[src/rtl/romulus_key_ctrl.sv]
// Romulus key controller: loads the key from SDI into the datapath key register and handles ACTKEY.
// Optional header length check: define ROMULUS_KEY_LEN_CHECK_EN.
module romulus_key_ctrl #(
   parameter int BUSW     = 32,
   parameter int KEYBYTES = 16
) (
   input  logic            clk,
   input  logic            rst,
   input  logic [BUSW-1:0] sdi_data,
   input  logic            sdi_valid,
   output logic            sdi_ready,
   output logic [BUSW-1:0] key_data,
   output logic [1:0]      key_addr,
   output logic            key_we,
   output logic            key_valid,
   input  logic            actkey_req,
   output logic            actkey_ack,
   output logic            key_update,
   output logic            busy,
   output logic            err
);

   localparam int         NW       = KEYBYTES / (BUSW / 8);
   localparam logic [1:0] LAST     = 2'(NW - 1);
   localparam logic [3:0] OP_LDKEY = 4'h4;
   localparam logic [3:0] HDR_KEY  = 4'hC;

   typedef enum logic [1:0] {S_INST, S_HDR, S_KEY, S_DRAIN} state_t;

   state_t     state, state_n;
   logic [1:0] cnt, cnt_n;
   logic       accept, wr_key, hdr_err, ack_n, ack_hold;
`ifdef ROMULUS_KEY_LEN_CHECK_EN
   logic [14:0] drain, drain_n;
`endif

   assign sdi_ready = !rst;
   assign accept    = sdi_valid && sdi_ready;
   assign busy      = (state != S_INST);

   // NOTE: sequential state uses non-blocking assignments so every register samples pre-edge values.
   always_ff @(posedge clk) begin
      if (rst) begin
         state <= S_INST;
         cnt   <= '0;
`ifdef ROMULUS_KEY_LEN_CHECK_EN
         drain <= '0;
`endif
      end else begin
         state <= state_n;
         cnt   <= cnt_n;
`ifdef ROMULUS_KEY_LEN_CHECK_EN
         drain <= drain_n;
`endif
      end
   end

   // NOTE: every output of this block gets a default first, so no path can infer a latch.
   always_comb begin
      state_n = state;
      cnt_n   = cnt;
      wr_key  = 1'b0;
      hdr_err = 1'b0;
`ifdef ROMULUS_KEY_LEN_CHECK_EN
      drain_n = drain;
`endif
      case (state)
         S_INST: begin
            if (accept && sdi_data[31:28] == OP_LDKEY) state_n = S_HDR;
         end
         S_HDR: begin
            if (accept) begin
               if (sdi_data[31:28] != HDR_KEY) begin
                  hdr_err = 1'b1;
                  state_n = S_INST;
`ifdef ROMULUS_KEY_LEN_CHECK_EN
               end else if (sdi_data[15:0] != 16'(KEYBYTES)) begin
                  hdr_err = 1'b1;
                  drain_n = 15'(({1'b0, sdi_data[15:0]} + 17'd3) >> 2);
                  state_n = (sdi_data[15:0] == 16'd0) ? S_INST : S_DRAIN;
`endif
               end else begin
                  state_n = S_KEY;
                  cnt_n   = '0;
               end
            end
         end
         S_KEY: begin
            if (accept) begin
               wr_key = 1'b1;
               if (cnt == LAST) begin
                  state_n = S_INST;
                  cnt_n   = '0;
               end else begin
                  cnt_n = cnt + 2'd1;
               end
            end
         end
         S_DRAIN: begin
`ifdef ROMULUS_KEY_LEN_CHECK_EN
            if (accept) begin
               drain_n = drain - 15'd1;
               if (drain == 15'd1) state_n = S_INST;
            end
`else
            state_n = S_INST;
`endif
         end
         default: state_n = S_INST;
      endcase
   end

   // One ack per request: ack_hold blocks re-acking until the decoder drops the level.
   assign ack_n = actkey_req && key_valid && (state == S_INST || state == S_HDR)
                  && !actkey_ack && !ack_hold;

   // NOTE: key_data is reset too, so a stale key word never appears on the bus after reset.
   always_ff @(posedge clk) begin
      if (rst) begin
         key_we     <= 1'b0;
         key_data   <= '0;
         key_addr   <= '0;
         key_valid  <= 1'b0;
         actkey_ack <= 1'b0;
         key_update <= 1'b0;
         ack_hold   <= 1'b0;
         err        <= 1'b0;
      end else begin
         key_we <= wr_key;
         if (wr_key) begin
            key_data <= sdi_data;
            key_addr <= cnt;
         end
         if (wr_key && cnt == 2'd0)             key_valid <= 1'b0;
         else if (key_we && key_addr == LAST)   key_valid <= 1'b1;
         if (hdr_err) err <= 1'b1;
         actkey_ack <= ack_n;
         key_update <= ack_n;
         if (!actkey_req) ack_hold <= 1'b0;
         else if (ack_n)  ack_hold <= 1'b1;
      end
   end

endmodule

[config.mk]
export PLATFORM = sky130hd
export DESIGN_NAME = romulus_key_ctrl
export DESIGN_NICKNAME = d
export VERILOG_FILES = /design/src/rtl/romulus_key_ctrl.sv
export SDC_FILE = /design/constraint.sdc
export NUM_CORES = 1
export LEC_CHECK = 0
export CAP_MARGIN = 20
export CORE_MARGIN = 2
export CORE_UTILIZATION = 36
export CTS_CLUSTER_DIAMETER = 100
export DETAILED_ROUTE_END_ITERATION = 8
export GPL_ROUTABILITY_DRIVEN = 0
export GPL_TIMING_DRIVEN = 1
export PLACE_DENSITY = 0.75
export RECOVER_POWER = 25
export SLEW_MARGIN = 20
export SYNTH_ARGS = -nofsm -noshare
export SYNTH_HDL_FRONTEND = slang
export SYNTH_SLANG_ARGS = --single-unit
export TNS_END_PERCENT = 50
[constraint.sdc]
create_clock -name clk -period 1.27 [get_ports clk]
set_input_delay 0.254 -clock clk [delete_from_list [all_inputs] [get_ports clk]]
set_output_delay 0.254 -clock clk [all_outputs]
set_load 0.03 [all_outputs]
==> results of run 1 <==
-- power by group through the flow --
stage / clock network [mW] / logic (mW) / registers, mW
after global routing: 1.18 / 0.203 / 1.35
after global placement: 0 / 0.177 / 1.38
after floorplan: 0 / 0.0338 / 1.38
after detailed placement: 0 / 0.176 / 1.38
after CTS: 1.12 / 0.180 / 1.35
final: 1.08 / 0.190 / 1.35
-- timing repair --
item | CTS | global route
pin swaps | 1 | 21
buffers inserted | 2 | 3
hold buffers | 0 | 0
setup endpoints to repair | 71 | 70
endpoints found under the hold margin | 0 | 0
gates cloned | 1 | 4
gates resized for setup | 81 | 104
-- state kept, by name, summed over array words and instances, names as in the netlist --
signal,cells
ack_hold,1
key_update,1
key_addr,2
err,1
state,2
key_valid,1
key_we,1
key_data,32
cnt,2
-- worst max-delay path, stage by stage (launching register included) --
cell and delay [ps]:
dfxtp_2 330, buf_6 120, nor4bb_4 300, buf_6 220, clkbuf_16 170, nand2_1 50
o21ai_1 70
-- cells by family after synthesis --
family	Yosys count
AOI/OAI and AO/OA	43
adders and majority gates	2
buffers and inverters	17
DFF	43
and+or+nand+nor	86
-- layout by cell type, fill, tap and decap left out, types with 3 or more instances in the layout --
cell,instances
nand2_1,54
clkdlybuf4s50_1,34
clkbuf_2,31
a21oi_1,3
clkbuf_16,4
inv_1,3
buf_4,17
buf_6,6
dfxtp_1,41
nand2_4,7
o21ai_2,10
nor2_1,4
buf_12,3
clkbuf_8,6
nand2_2,11
o21ai_0,5
o21ai_1,19
-- final cells by class --
| class | instances | share of cell area |
|---|---|---|
| Timing Repair Buffer | 99 | 0.330 |
| Sequential cell | 43 | 0.317 |
| Multi-Input combinational cell | 131 | 0.279 |
| Clock buffer | 6 | 0.0303 |
| Tap cell | 52 | 0.0239 |
| Clock inverter | 2 | 0.0128 |
| Inverter | 4 | 0.00642 |
-- per-layer routing --
| layer | GRT usage | routed length (um) |
|---|---|---|
| met5 | 0 | 0 |
| met4 | 0.0692 | 72 |
| met3 | 0.0427 | 246 |
| met2 | 0.250 | 2080 |
| met1 | 0.191 | 1770 |
-- how the worst max path moves through the flow --
stage	startpoint	endpoint	slack, ps	depth (start not counted)
after CTS	state[0]$_SDFFE_PP0P_	busy	-50	2
after global routing	state[0]$_SDFFE_PP0P_	key_data[1]$_SDFFE_PP0P_	-120	6
after floorplan	rst	key_data[0]$_SDFFE_PP0P_	70	5
final	state[0]$_SDFFE_PP0P_	key_data[0]$_SDFFE_PP0P_	-50	6
after global placement	sdi_valid	key_data[20]$_SDFFE_PP0P_	-320	4
after detailed placement	sdi_valid	key_data[22]$_SDFFE_PP0P_	-380	4
-- synth_stat cells --
library cell / instances / area [um^2]
dfxtp_1: 43 / 861
inv_1: 3 / 11.3
o21ai_0: 26 / 130
nor4bb_4: 1 / 25.0
a21oi_1: 3 / 15.0
nor2_1: 4 / 15.0
nand2_1: 72 / 270
nor4b_1: 1 / 8.76
a31oi_1: 2 / 12.5
a211oi_1: 1 / 7.51
nand2b_1: 1 / 6.26
o21ai_1: 8 / 40.0
buf_2: 2 / 10.0
nor3_1: 2 / 10.0
nor2b_1: 2 / 12.5
nand4bb_1: 1 / 11.3
buf_4: 3 / 22.5
o21a_1: 1 / 7.51
or2_2: 1 / 6.26
clkbuf_1: 3 / 11.3
and3b_1: 1 / 8.76
ha_1: 2 / 25.0
o41ai_1: 2 / 17.5
buf_6: 5 / 56.3
inv_2: 1 / 3.75
==> metrics.txt, run 1 <==
clk buf depth 2; ANT nets after route 0; ant diodes 0; reg2reg start state[0]$_SDFFE_PP0P_; reg2reg path depth 6; Syn Area/Cell 8.40 um^2; Internal Power 2.11 mW; layout cells sized above 1 0.379; final hold slack 431 ps; cell row count 24; Sw Ratio 0.197; Netlist cell types 25; placed cell areas 2410 um^2; final worst path period share 1.04; register bit count reported by yosys 43; RSZ-0062 raised after global routing yes; area share of fa/ha/maj cells after synthesis 0.0156; Tot GR Track Use 0.154; Worst Max-Slew Pin Slew approximately 260 ps; H-tree depth 2; core area 4320 um^2; setup_tns -835 ps; post-synthesis share of cell area spent on xor and xnor gates 0; Tot Pwr 2.62 mW; post-synthesis compound-gate area fraction 0.143; Post-Syn Instances 191; worst vdd ir 0.000682 V; largest net degree at the start of global routing 23; clk sinks 43; final core occ 0.630; multi-input logic area 762 um^2; register area 863 um^2; placed cells 319; initial DRC count 46; Max Fclk approximately 760 MHz; drt pass-1 iters 4; I/O Pins 77; Wirelength per Cell 12.4 um; Final Hold Vio Count 0; # nets final 322; final WL 4170 um; antenna violations before repair 0; Reg clk slew, reported paths 80 ps; Synth Cell Area 1610 um^2; post-route cell area ~2700 um^2; failing checks negative setup slack; fill count 394; Critical Path RT 1490 ps; DRC Markers 0; first-pass GRT wire length 6100 um; sequential element share of the synthesized area 0.536; Final Max Tran Viols 0; CP Max Fanout 11; sequential share of power 0.514; setup violators final 31; final worst-path setup slack -46.8 ps; Clock Latency Late Sink 290 ps; post-route insts no fill approximately 340; CTS buffer count 5; hold wc startpoint ack_hold$_SDFFE_PP0P_; max-cap violations 0; Sw Pwr around 520 uW; leakage power between 1 and 1.5 nW; Die Y 70.8 um; initial core utilization 0.371; CP Launch Type flip-flop; Place WS -376 ps; status finished, violations left; PD cells 962 nW/um^2; GRT overflow 0; die area 5010 um^2; hold endpoint key_update$_SDFF_PP0_; crit path DAT 1540 ps; Critical Path End Type flip-flop; fin crit period 1320 ps; WHS Path Cells 1; Synth Area in Simple Gates 0.233; largest family of logic cells by synthesized area simple AND/OR/NAND/NOR gates; syn nets 229; P&R area growth vs syn 69.8%; drt via density 4.67; Chip Width 70.8 um; CTS Root Cell clkbuf_8; vias in the first global route 1,342; Worst R2R End key_data[0]$_SDFFE_PP0P_; Worst R2R Setup Slack -50 ps; dpl hpwl around 2700 um; worst min-delay path category flip-flop to flip-flop; Ys Warns 0; IO buf count 76; Slew HR 0.828; Clock power frac 0.413; vias 1,573; Comb power frac 0.073; Setup Skew about 3.7 ps; mux share of post-synthesis cell area 0; Crit Path Category flip-flop to flip-flop; CTS tree done
Power figures use the tool's default switching activity.
==> run 2: changes to the inputs <==
CTS_CLUSTER_SIZE = 40   (was unset)
==> results of run 2 <==
No change in the layout: final DEF, timing and power equal those of run 1.
